===== config.mk =====
export PLATFORM = sky130hd
export DESIGN_NAME = uart_tx_fifo
export DESIGN_NICKNAME = d
export VERILOG_FILES = /design/src/rtl/uart_tx_fifo.sv
export SDC_FILE = /design/constraint.sdc
export NUM_CORES = 1
export LEC_CHECK = 0
export BUFFER_PORTS_ARGS = -buffer_cell sky130_fd_sc_hd__buf_2
export CORE_UTILIZATION = 55
export DETAILED_ROUTE_END_ITERATION = 7
export PLACE_DENSITY = 0.81
export SLEW_MARGIN = 0
export SYNTH_ARGS = -nofsm -noshare
export SYNTH_HDL_FRONTEND = slang
export SYNTH_SLANG_ARGS = --single-unit

===== constraint.sdc =====
create_clock -name CLK -period 5.35 [get_ports CLK]
set_input_delay 0.2675 -clock CLK [delete_from_list [all_inputs] [get_ports CLK]]
set_output_delay 0.2675 -clock CLK [all_outputs]
set_load 0.01 [all_outputs]

===== src/rtl/uart_tx_fifo.sv =====
// Parametrised UART transmitter behind a valid/ready FIFO. Frames are sent
// back-to-back with one idle-high cycle between them.
module uart_tx_fifo #(
    parameter int CLK_FREQ    = 10_000_000,
    parameter int BAUD_RATE   = 115200,
    parameter int DATA_WIDTH  = 8,
    parameter int PARITY_MODE = 2,
    parameter int STOP_BITS   = 1,
    parameter int FIFO_DEPTH  = 4
) (
    input  logic                          CLK,
    input  logic                          rst,
    input  logic [DATA_WIDTH-1:0]         din,
    input  logic                          din_vld,
    output logic                          din_rdy,
    output logic                          TX,
    output logic                          TX_busy,
    output logic                          tx_done,
    output logic [$clog2(FIFO_DEPTH):0]   fifo_cnt
);

    localparam int CLKS_PER_BIT = CLK_FREQ / BAUD_RATE;
    localparam int BAUD_W       = (CLKS_PER_BIT > 2) ? $clog2(CLKS_PER_BIT) : 1;
    localparam int PTR_W        = $clog2(FIFO_DEPTH);
    localparam int CNT_W        = PTR_W + 1;
    localparam int BIT_W        = $clog2(DATA_WIDTH);
    localparam logic [BAUD_W-1:0] BAUD_LAST = BAUD_W'(CLKS_PER_BIT - 1);

    if (CLKS_PER_BIT < 2) begin : g_bad_baud
        $error("uart_tx_fifo: CLK_FREQ/BAUD_RATE must be >= 2");
    end
    if (DATA_WIDTH < 5 || DATA_WIDTH > 9) begin : g_bad_width
        $error("uart_tx_fifo: DATA_WIDTH must be 5..9");
    end
    if (PARITY_MODE < 0 || PARITY_MODE > 2) begin : g_bad_parity
        $error("uart_tx_fifo: PARITY_MODE must be 0, 1 or 2");
    end
    if (STOP_BITS < 1 || STOP_BITS > 2) begin : g_bad_stop
        $error("uart_tx_fifo: STOP_BITS must be 1 or 2");
    end
    if (FIFO_DEPTH < 2 || (FIFO_DEPTH & (FIFO_DEPTH - 1)) != 0) begin : g_bad_depth
        $error("uart_tx_fifo: FIFO_DEPTH must be a power of 2, >= 2");
    end

    typedef enum logic [2:0] {S_IDLE, S_START, S_DATA, S_PARITY, S_STOP} state_e;

    // ---------------- FIFO ----------------
    logic [DATA_WIDTH-1:0] mem_q [FIFO_DEPTH];
    logic [PTR_W-1:0]      wr_ptr_q, rd_ptr_q;
    logic [CNT_W-1:0]      cnt_q, cnt_d;
    logic                  full, push, pop;
    logic [DATA_WIDTH-1:0] head;

    state_e state_q, state_d;

    assign full    = (cnt_q == CNT_W'(FIFO_DEPTH));
    assign din_rdy = ~full & ~rst;
    assign push    = din_vld & din_rdy;
    // A word pushed into an empty FIFO is not visible to pop until the next cycle.
    assign pop     = (state_q == S_IDLE) && (cnt_q != '0);
    assign head    = mem_q[rd_ptr_q];

    // NOTE: storage has no reset; count and pointers alone decide what is valid,
    // so flushing the FIFO only needs those cleared.
    always_ff @(posedge CLK) begin
        if (push) begin
            mem_q[wr_ptr_q] <= din;
        end
    end

    always_comb begin
        cnt_d = cnt_q;
        unique case ({push, pop})
            2'b10:   cnt_d = cnt_q + 1'b1;
            2'b01:   cnt_d = cnt_q - 1'b1;
            default: cnt_d = cnt_q;
        endcase
    end

    // NOTE: all sequential state uses non-blocking assignments so every register
    // samples the pre-edge value of its inputs.
    always_ff @(posedge CLK or posedge rst) begin
        if (rst) begin
            wr_ptr_q <= '0;
            rd_ptr_q <= '0;
            cnt_q    <= '0;
        end else begin
            if (push) wr_ptr_q <= wr_ptr_q + 1'b1;
            if (pop)  rd_ptr_q <= rd_ptr_q + 1'b1;
            cnt_q <= cnt_d;
        end
    end

    // ---------------- Transmit FSM ----------------
    logic [BAUD_W-1:0]     baud_q, baud_d;
    logic [BIT_W-1:0]      bit_q, bit_d;
    logic [DATA_WIDTH-1:0] shift_q, shift_d;
    logic                  par_q, par_d;
    logic                  tx_q, tx_d;
    logic                  bit_end;
    logic                  done_c;

    assign bit_end = (baud_q == BAUD_LAST);

    // NOTE: every output of this block gets a default first, so no path can
    // leave a signal unassigned and infer a latch.
    always_comb begin
        state_d = state_q;
        baud_d  = baud_q;
        bit_d   = bit_q;
        shift_d = shift_q;
        par_d   = par_q;
        tx_d    = tx_q;
        done_c  = 1'b0;

        if (state_q != S_IDLE) begin
            baud_d = bit_end ? '0 : baud_q + 1'b1;
        end

        unique case (state_q)
            S_IDLE: begin
                tx_d = 1'b1;
                if (pop) begin
                    shift_d = head;
                    par_d   = (PARITY_MODE == 2) ? ~^head : ^head;
                    tx_d    = 1'b0;
                    baud_d  = '0;
                    state_d = S_START;
                end
            end
            S_START: begin
                if (bit_end) begin
                    tx_d    = shift_q[0];
                    shift_d = shift_q >> 1;
                    bit_d   = '0;
                    state_d = S_DATA;
                end
            end
            S_DATA: begin
                if (bit_end) begin
                    if (bit_q == BIT_W'(DATA_WIDTH - 1)) begin
                        bit_d = '0;
                        if (PARITY_MODE != 0) begin
                            tx_d    = par_q;
                            state_d = S_PARITY;
                        end else begin
                            tx_d    = 1'b1;
                            state_d = S_STOP;
                        end
                    end else begin
                        bit_d   = bit_q + 1'b1;
                        tx_d    = shift_q[0];
                        shift_d = shift_q >> 1;
                    end
                end
            end
            S_PARITY: begin
                if (bit_end) begin
                    tx_d    = 1'b1;
                    state_d = S_STOP;
                end
            end
            S_STOP: begin
                if (bit_end) begin
                    if (bit_q == BIT_W'(STOP_BITS - 1)) begin
                        done_c  = 1'b1;
                        state_d = S_IDLE;
                    end else begin
                        bit_d = bit_q + 1'b1;
                    end
                end
            end
            default: state_d = S_IDLE;
        endcase
    end

    always_ff @(posedge CLK or posedge rst) begin
        if (rst) begin
            state_q <= S_IDLE;
            baud_q  <= '0;
            bit_q   <= '0;
            shift_q <= '0;
            par_q   <= 1'b0;
            tx_q    <= 1'b1;
        end else begin
            state_q <= state_d;
            baud_q  <= baud_d;
            bit_q   <= bit_d;
            shift_q <= shift_d;
            par_q   <= par_d;
            tx_q    <= tx_d;
        end
    end

    // tx_done marks the final stop-bit cycle, so it can never share a cycle with a pop.
    assign tx_done  = done_c;
    assign TX       = tx_q;
    assign TX_busy  = (state_q != S_IDLE) || (cnt_q != '0);
    assign fifo_cnt = cnt_q;

endmodule


==> results of run 1 <==
sequential cells by signal, indices dropped and copies added (netlist names):
register,count
rd_ptr_q,2
mem_q,32
wr_ptr_q,2
shift_q,8
par_q,1
baud_q,7
state_q,3
bit_q,3
fifo_cnt,3
TX,1
routing by layer:
layer | vias up | GRT usage
met5 | - | 0
met4 | 0 | 0.06918
met3 | 8 | 0.05087
li1 | 807 | -
met2 | 23 | 0.2693
met1 | 802 | 0.2656
final timing paths:
kind                                  from           to  cells after the start
worst max-delay path            state_q[0]  fifo_cnt[1]                      5
worst min-delay path                   rst  wr_ptr_q[1]                      3
worst max register to register  state_q[0]  fifo_cnt[1]                      5
worst min register to register  shift_q[5]   shift_q[5]                      1
max in group asynchronous              rst           TX                      3
min in group CLK                    din[1]  mem_q[2][1]                      1
kinds of logic after synthesis:
logic type	Yosys count
flops	62
fa+ha+maj	11
compound gates	26
xor+xnor	16
buf+inv	16
simple gates	49
mux	29
worst register-to-register path: stages (launching register included):
cell and delay (ns):
dfrtp_1 0.52, nor3_2 0.33, nor2b_1 0.49, ha_1 0.30, fa_1 0.42, mux2_2 0.27
final cells by class:
type                    count  area, um2  share of cell area
clock buffers               9      123.9             0.03836
clock inverters             7      56.30             0.01744
inverters                   9      33.78             0.01046
multi-input cells         131       1122              0.3475
flip-flops and latches     62       1713              0.5304
well taps                  70      87.58             0.02712
repair buffers             18      92.59             0.02867
cell usage in the layout (no fill, tap or decap), drive strengths merged:
cell,netlist,final
edfxtp,32,32
dfrtp,29,29
buf,4,18
mux2,18,18
xnor2,13,13
inv,9,12
nor2,11,11
ha,10,10
o21ai,10,10
clkbuf,3,9
nand2,8,8
mux4,8,8
nand2b,7,7
a21oi,7,7
nor2b,5,5
and3,5,5
nor3,4,4
nand3,3,3
mux2i,3,3
xor2,3,3
clkinv,0,3
nand3b,2,2
and2,2,2
o22ai,2,2
o31ai,2,2
dfstp,1,1
and4bb,1,1
o22a,1,1
o41ai,1,1
a31o,1,1
nor4,1,1
o32ai,1,1
a2111oi,1,1
fa,1,1
clkinvlp,0,1
report_power, final:
part | leakage [nW] | switching, mW | internal [mW]
Sequential | 0.668 | 0.108 | 0.615
Clock | 0.0906 | 0.190 | 0.173
Combinational | 0.526 | 0.218 | 0.270
Total | 1.28 | 0.516 | 1.06
synthesized netlist by cell type, types with 2 or more instances:
master    number
mux2_1         5
xor2_1         3
nor3_1         3
o21ai_0        6
buf_2          3
and2_1         2
nor2b_1        5
mux2_2        13
xnor2_1       13
edfxtp_1      32
nand3b_1       2
nand2_1        8
mux4_2         8
ha_1          10
a21oi_1        7
nor2_1        11
clkbuf_1       2
o21ai_1        3
inv_1          8
nand2b_1       7
and3_1         5
o22ai_1        2
o31ai_1        2
mux2i_1        3
dfrtp_1       29
nand3_1        3
metrics by stage:
step | hold WS [ns] | setup slack (ns) | area (um2)
CTS | 0.01210 | 2.944 | 3229
floorplan | 0.3576 | 3.109 | 2908
detailed placement | 0.3773 | 2.959 | 3049
global placement | 0.3709 | 3.045 | 3049
finish | 0.009602 | 2.917 | 3229
global route | 0.04937 | 2.782 | 3229
==> impl_metrics.py, run 1 <==
metrics = {
    "yosys": {
        "synthTopCellsByArea": "edfxtp_1 (33%), dfrtp_1 (25%), mux4_2 (6.2%)",
        "synth_warnings": 0,
        "synth.cell_area_um2": 2908,
        "synth_xor_area_frac": 0.04819,
        "muxShareOfSynthArea": 0.1420,
        "synth_fa_ha_area_frac": 0.04991,
        "syn_area_per_cell_um2": 13.91,
        "ys_seq_area_frac": 0.5891,
        "async_flop_share": 0.4839,
        "synth_edf_count": 32,
        "synth_compound_area_frac": 0.05508,
        "synth-seq-cells": 62,
        "synth_fp_nets": 231,
        "synthFlopType": "edfxtp_1",
        "synth_cell_types": 40,
        "syn_inst": 209,
        "post-synth-top-area-fraction": 0.3305,
        "yosysTopAreaCell": "edfxtp_1",
        "yosys.area_share.simple": 0.09079,
        "synth_top_family_by_area": "multiplexers",
    },
    "routing": {
        "remaining_drc_errors": 0,
        "wl_met3_um": 133,
        "drtIter0Drc": 118,
        "wl_um": 4485,
        "drt-met1-wl_um": 2130,
        "ant_nets": 0,
        "top_layer_used": "met4",
        "wl_per_cell_um": 14.66,
        "firstDrtPassIters": 6,
        "met2_length_um": 2154,
        "viasPerCell": 5.359,
        "vias": 1640,
    },
    "worst_setup_path": {
        "worst_setup_path_start_kind": "flip-flop",
        "cp-end-kind": "flip-flop",
        "crit_chain": "nor3_2 -> nor2b_1 -> ha_1 -> fa_1 -> mux2_2",
        "required_ns": 5.57,
        "worstPathArrival_ns": 2.65,
        "r2r_slack_ns": 2.92,
        "slowest_delay_ns": 0.52,
        "worst-path-max-fanout": 15,
        "cp_num_buf_inv": 0,
        "cpMaxStageDelayCell": "dfrtp_1",
        "cp_top_family": "simple AND/OR/NAND/NOR gates",
        "path_class": "reg2reg",
    },
    "cts": {
        "clock-root-buffer": "clkbuf_8",
        "htree_levels": 3,
        "clock_latency_ns": 0.33,
        "path_clk_slew_ns": 0.07,
        "cts-hold-fix-buffers": 0,
        "cts_inserted_buffers": 9,
        "cts_resized": 0,
        "cts_sinks": 62,
        "cts_max_path_buffers": 2,
        "cts_tree": "yes",
        "cts_setup_buffers": 0,
    },
    "timing": {
        "finalCriticalPeriod_ns": 2.433,
        "drv_slew": 0,
        "relSlewSlack": 0.5207,
        "setup_tns_ns": 0,
        "max_freq_mhz": 411.1,
        "clock_skew_ns": 0.006147,
        "rsz0062_at_grt": "false",
        "layout_worst_path_cycle_share": 0.4547,
        "worst_pin_slew_ns": 0.7189,
        "finalHoldViolations": 0,
        "setup_viol": 0,
    },
    "grt": {
        "antenna_found_initial": 0,
        "overflow": 0,
        "grt_use_total": 0.1840,
        "grt_pass1_vias": 1586,
        "grt_pass1_wl_um": 7424,
        "grt_max_degree": 31,
    },
    "floorplan": {
        "dieHeight_um": 74.71,
        "fp-row-count": 26,
        "die_w_um": 74.71,
        "core_um2": 5107,
        "io_pins": 18,
        "die_area_um2": 5582,
        "start_util": 0.5693,
    },
    "placement": {
        "dp.cells": 290,
        "port_buffers": 17,
        "place_congestion": 0.7800,
        "hpwl_um": 3138,
    },
    "final_layout": {
        "final_net_count": 253,
        "fillers": 385,
        "syn2layout_area_growth_pct": 11.06,
        "postLayoutCoreUtil": 0.6323,
        "drive_above_1_share": 0.2542,
        "instances_no_fill": 306,
        "diodes": 0,
    },
    "hold_path": {
        "hp-class": "in2async",
    },
    "power_and_ir_drop": {
        "pwr_density_cell_nw_per_um2": 487.5,
        "ir_worst_vdd_uv": 316.5,
        "p_leak_nw": 1.284,
        "p_total_mw": 1.574,
    },
    "outcome": {
        "status": "complete, no violations",
    },
    "run": {
        "cap_viol_max_count": 0,
    },
}
Power figures use the tool's default switching activity.
==> run 2: changes to the inputs <==
Clock period 5.35 ns to 2.5 ns, I/O delays scaled along.
==> impl_metrics.py, run 2 (synthesized netlist as in run 1, its figures left out) <==
metrics = {
    "grt": {
        "grt_use_total": 0.1985,
        "grt_pass1_wl_um": 7900,
        "antenna_found_initial": 0,
        "grt_max_degree": 31,
        "grt_pass1_vias": 1623,
        "overflow": 0,
    },
    "floorplan": {
        "die_w_um": 74.71,
        "io_pins": 18,
        "fp-row-count": 26,
        "start_util": 0.5693,
        "core_um2": 5107,
        "die_area_um2": 5582,
        "dieHeight_um": 74.71,
    },
    "final_layout": {
        "multi_input_area_um2": 1122,
        "diodes": 0,
        "largest_reg_flops": 32,
        "regArea_um2": 1713,
        "fillers": 363,
        "largest_registers": "mem_q: 32 flops, shift_q: 8 flops, baud_q: 7 flops",
        "layout_commonest_cell": "edfxtp_1",
        "top_register": "mem_q",
        "syn2layout_area_growth_pct": 16.22,
        "finalInstanceArea_um2": 3379,
        "final_net_count": 267,
        "mostFrequentLayoutCells": "edfxtp_1 (32), dfrtp_1 (29), buf_2 (17), xnor2_1 (13), mux2_2 (13)",
        "drive_above_1_share": 0.2640,
    },
    "hold_path": {
        "hp-class": "in2reg",
    },
    "placement": {
        "place_ws_ns": 0.3245,
        "hpwl_um": 3347,
        "place_congestion": 0.7994,
        "place_area_um2": 3094,
        "port_buffers": 17,
    },
    "timing": {
        "finalCriticalPeriod_ns": 2.166,
        "setup_tns_ns": 0,
        "worst_pin_slew_ns": 0.5527,
        "timing.hold.ws_ns": 0.01445,
        "max_freq_mhz": 461.7,
        "rsz0062_at_grt": "false",
        "relSlewSlack": 0.6315,
        "clock_skew_ns": 0.009038,
        "layout_worst_path_cycle_share": 0.8664,
        "layout_setup_ws_ns": 0.3339,
        "drv_slew": 0,
        "finalHoldViolations": 0,
        "setup_viol": 0,
    },
    "cts": {
        "cts_sinks": 62,
        "clock-root-buffer": "clkbuf_8",
        "path_clk_slew_ns": 0.07,
        "clock_latency_ns": 0.34,
        "htree_levels": 3,
        "cts_resized": 0,
        "cts_max_path_buffers": 2,
        "cts_inserted_buffers": 9,
        "cts_tree": "yes",
    },
    "routing": {
        "viasPerCell": 5.359,
        "wl_um": 4929,
        "firstDrtPassIters": 4,
        "remaining_drc_errors": 0,
        "drtIter0Drc": 93,
        "ant_nets": 0,
        "wl_per_cell_um": 15.40,
        "vias": 1715,
    },
    "worst_setup_path": {
        "required_ns": 2.72,
        "worst_setup_path_start_kind": "flip-flop",
        "path_class": "reg2reg",
        "cp-end-kind": "flip-flop",
        "worstPathArrival_ns": 2.39,
        "worst-path-max-fanout": 5,
    },
    "power_and_ir_drop": {
        "ir_worst_vdd_uv": 689.9,
        "pwr_density_cell_nw_per_um2": 1041,
        "p_leak_nw": 1.357,
    },
    "run": {
        "cap_viol_max_count": 0,
    },
    "outcome": {
        "status": "complete, no violations",
    },
}
## run 2: cell count changes in the layout (fill, tap and decap cells not counted), sizes merged
cell         change
bufinv           +1
buf              +6
clkinv           -1
dlygate4sd3      +8
## run 2: worst paths after layout
path,startpoint,endpoint,slack [ns],cells after the start
worst max-delay path,fifo_cnt[0],fifo_cnt[2],0.33,9
worst min-delay path,din[1],mem_q[1][1],0.01,1
worst max register to register,fifo_cnt[0],fifo_cnt[2],0.33,9
worst min register to register,shift_q[5],shift_q[5],0.50,1
max in group asynchronous,rst,TX,1.77,4
min in group asynchronous,rst,rd_ptr_q[1],0.43,4
## run 2: power by group
part	switching, mW	internal (mW)
sequential	0.222	1.32
combinational	0.473	0.606
clock	0.428	0.474
## run 2: area by class of cell
cell class	instances	share of cell area
Clock inverter	7	0.02407
Tap cell	70	0.02592
Timing Repair Buffer	32	0.06442
Sequential cell	62	0.5068
Clock buffer	9	0.03665
Multi-Input combinational cell	131	0.3321
Inverter	9	0.009996
## run 2: timing repair
| item | in CTS | in global routing |
|---|---|---|
| buffers inserted | 0 | 0 |
| hold endpoints to repair | 57 | 0 |
| hold buffers | 8 | 0 |
## run 2: worst max-delay path: stages, from the launching register on
cell and delay (ns):
dfrtp_1 0.45, nor2_1 0.08, a21oi_1 0.22, and2_1 0.24
inv_1 0.06, ha_1 0.23, fa_1 0.39, xnor2_1 0.18
nor2_1 0.07, xor2_1 0.14
## run 2: through the flow
stage | cells | power (mW) | util
2_1_floorplan | 209 | 2.383 | -
3_3_place_gp | 296 | 2.582 | 0.6058
3_5_place_dp | 296 | 2.635 | 0.6058
4_1_cts | 320 | 3.548 | 0.6617
5_1_grt | 320 | 3.731 | 0.6617
6_report | 320 | 3.518 | 0.6617
## run 2: routing by layer
layer / global-route usage / vias to the layer above / share of wire
li1: - / 835 / -
met1: 0.2828 / 844 / 0.47
met2: 0.2903 / 29 / 0.48
met3: 0.06827 / 7 / 0.031
met4: 0.06289 / 0 / 0.014
met5: 0 / - / 0
==> run 3: changes to the inputs <==
Settings changed: CORE_ASPECT_RATIO set to 0.8, CORE_MARGIN set to 3, GPL_TIMING_DRIVEN set to 0.
==> impl_metrics.py, run 3 (synthesized netlist as in run 1, its figures left out) <==
metrics = {
    "cts": {
        "cts_inserted_buffers": 9,
        "cts_setup_buffers": 0,
        "clock-root-buffer": "clkbuf_8",
        "path_clk_slew_ns": 0.08,
        "htree_levels": 3,
        "clock_latency_ns": 0.35,
        "cts_max_path_buffers": 2,
        "cts_tree": "yes",
        "cts_sinks": 62,
    },
    "power_and_ir_drop": {
        "p_sw_mw": 1.136,
        "p_seq_frac": 0.428,
        "ir_worst_vdd_uv": 772.5,
        "p_clk_frac": 0.234,
        "p_leak_nw": 1.346,
        "combPwrFrac": 0.338,
        "cellInternalPower_mw": 2.304,
        "switching_share": 0.3303,
        "pwr_density_cell_nw_per_um2": 1029,
    },
    "floorplan": {
        "io_pins": 18,
        "dieHeight_um": 71.04,
        "fp-row-count": 23,
        "die_w_um": 87.30,
        "start_util": 0.5741,
        "die_area_um2": 6201,
        "core_um2": 5065,
    },
    "routing": {
        "ant_nets": 0,
        "remaining_drc_errors": 0,
        "vias": 1712,
        "viasPerCell": 5.487,
        "wl_um": 5116,
        "wl_per_cell_um": 16.40,
        "firstDrtPassIters": 4,
        "drtIter0Drc": 81,
    },
    "timing": {
        "layout_worst_path_cycle_share": 0.9015,
        "layout_setup_ws_ns": 0.2461,
        "clock_skew_ns": 0.009561,
        "drv_slew": 0,
        "worst_pin_slew_ns": 1.120,
        "rsz0062_at_grt": "false",
        "max_freq_mhz": 443.7,
        "timing.hold.ws_ns": 0.07269,
        "finalHoldViolations": 0,
        "relSlewSlack": 0.2523,
        "setup_tns_ns": 0,
        "finalCriticalPeriod_ns": 2.254,
        "setup_viol": 0,
    },
    "final_layout": {
        "fillers": 361,
        "final_net_count": 267,
        "diodes": 0,
        "syn2layout_area_growth_pct": 14.93,
        "largest_registers": "mem_q: 32 flops, shift_q: 8 flops, baud_q: 7 flops",
        "largest_reg_flops": 32,
        "top_register": "mem_q",
        "instances_no_fill": 312,
        "drive_above_1_share": 0.2640,
        "layout_commonest_cell": "edfxtp_1",
        "mostFrequentLayoutCells": "edfxtp_1 (32), dfrtp_1 (29), buf_2 (20), xnor2_1 (13), mux2_2 (13)",
    },
    "grt": {
        "grt_pass1_vias": 1764,
        "grt_use_total": 0.1946,
        "grt_max_degree": 31,
        "grt_pass1_wl_um": 8894,
        "antenna_found_initial": 0,
        "overflow": 0,
    },
    "placement": {
        "dp.cells": 288,
        "place_ws_ns": 0.05853,
        "port_buffers": 17,
        "hpwl_um": 3436,
        "place_congestion": 0.8131,
    },
    "worst_setup_path": {
        "worst_setup_path_start_kind": "flip-flop",
        "critPathLaunch": "state_q[1]",
        "worst-path-max-fanout": 9,
        "r2r-start": "state_q[1]",
        "path_class": "reg2reg",
        "cp-end-kind": "flip-flop",
        "worstPathArrival_ns": 2.49,
        "required_ns": 2.73,
    },
    "hold_path": {
        "hp-class": "in2async",
    },
    "outcome": {
        "status": "complete, no violations",
    },
    "run": {
        "cap_viol_max_count": 0,
    },
}
==> run 3: changes by cell type in the layout (fill, tap and decap cells not counted), sizes merged <==
cell / previous run / this run
buf: 24 / 21
bufinv: 1 / 0
clkbuf: 9 / 12
clkinv: 2 / 3
==> run 3: critical path: stages, from the launching register on <==
cell	delay [ns]
dfrtp_1	0.36
buf_2	0.18
nor3_4	0.31
nor2b_1	0.17
clkbuf_2	0.19
ha_1	0.23
fa_1	0.43
mux2_2	0.27
==> run 3: routing by layer <==
metal / vias to the layer above / routed length [um] / global-route usage
met1: 834 / 2429 / 0.2607
met5: - / 0 / 0
met3: 6 / 204 / 0.08847
met4: 0 / 65 / 0.06133
li1: 844 / - / -
met2: 28 / 2417 / 0.2860
==> run 3: timing repair <==
| item | CTS | global route |
|---|---|---|
| hold buffers | 8 | 0 |
| gates resized for setup | 0 | 3 |
| setup endpoints to repair | 0 | 2 |
| endpoints found under the hold margin | 31 | 0 |
==> run 3: power by group through the flow <==
stage / registers, mW / clock network, mW / logic (mW)
3_5_place_dp: 1.49 / 0 / 1.16
2_1_floorplan: 1.47 / 0 / 0.917
5_1_grt: 1.51 / 0.878 / 1.30
4_1_cts: 1.47 / 0.821 / 1.17
3_3_place_gp: 1.48 / 0 / 1.12
6_report: 1.47 / 0.804 / 1.16
==> run 3: through the flow <==
stage                     total power, mW  instance area (um2)  utilization
after floorplan                     2.383                 2908            -
after global placement              2.604                 3070       0.6062
after detailed placement            2.649                 3070       0.6062
after CTS                           3.466                 3331       0.6576
after global routing                3.682                 3342       0.6598
final                               3.440                 3342       0.6598
==> run 3: final timing paths <==
kind | end | slack [ns] | cells after the start
setup / recovery | fifo_cnt[1] | 0.25 | 7
hold / removal | fifo_cnt[2] | 0.07 | 2
setup reg to reg | fifo_cnt[1] | 0.25 | 7
hold reg to reg | shift_q[6] | 0.49 | 1
max in group asynchronous | par_q | 1.74 | 2
min in group CLK | wr_ptr_q[0] | 0.21 | 3
==> run 3: final cells by class <==
cell class / instances / area [um2] / area share
plain buffers: 7 / 40.04 / 0.01198
repair buffers: 25 / 165.2 / 0.04942
multi-input cells: 131 / 1132 / 0.3388
clock buffers: 9 / 123.9 / 0.03706
flip-flops and latches: 62 / 1713 / 0.5125
clock inverters: 7 / 56.30 / 0.01685
inverters: 9 / 33.78 / 0.01011
well taps: 62 / 77.57 / 0.02321
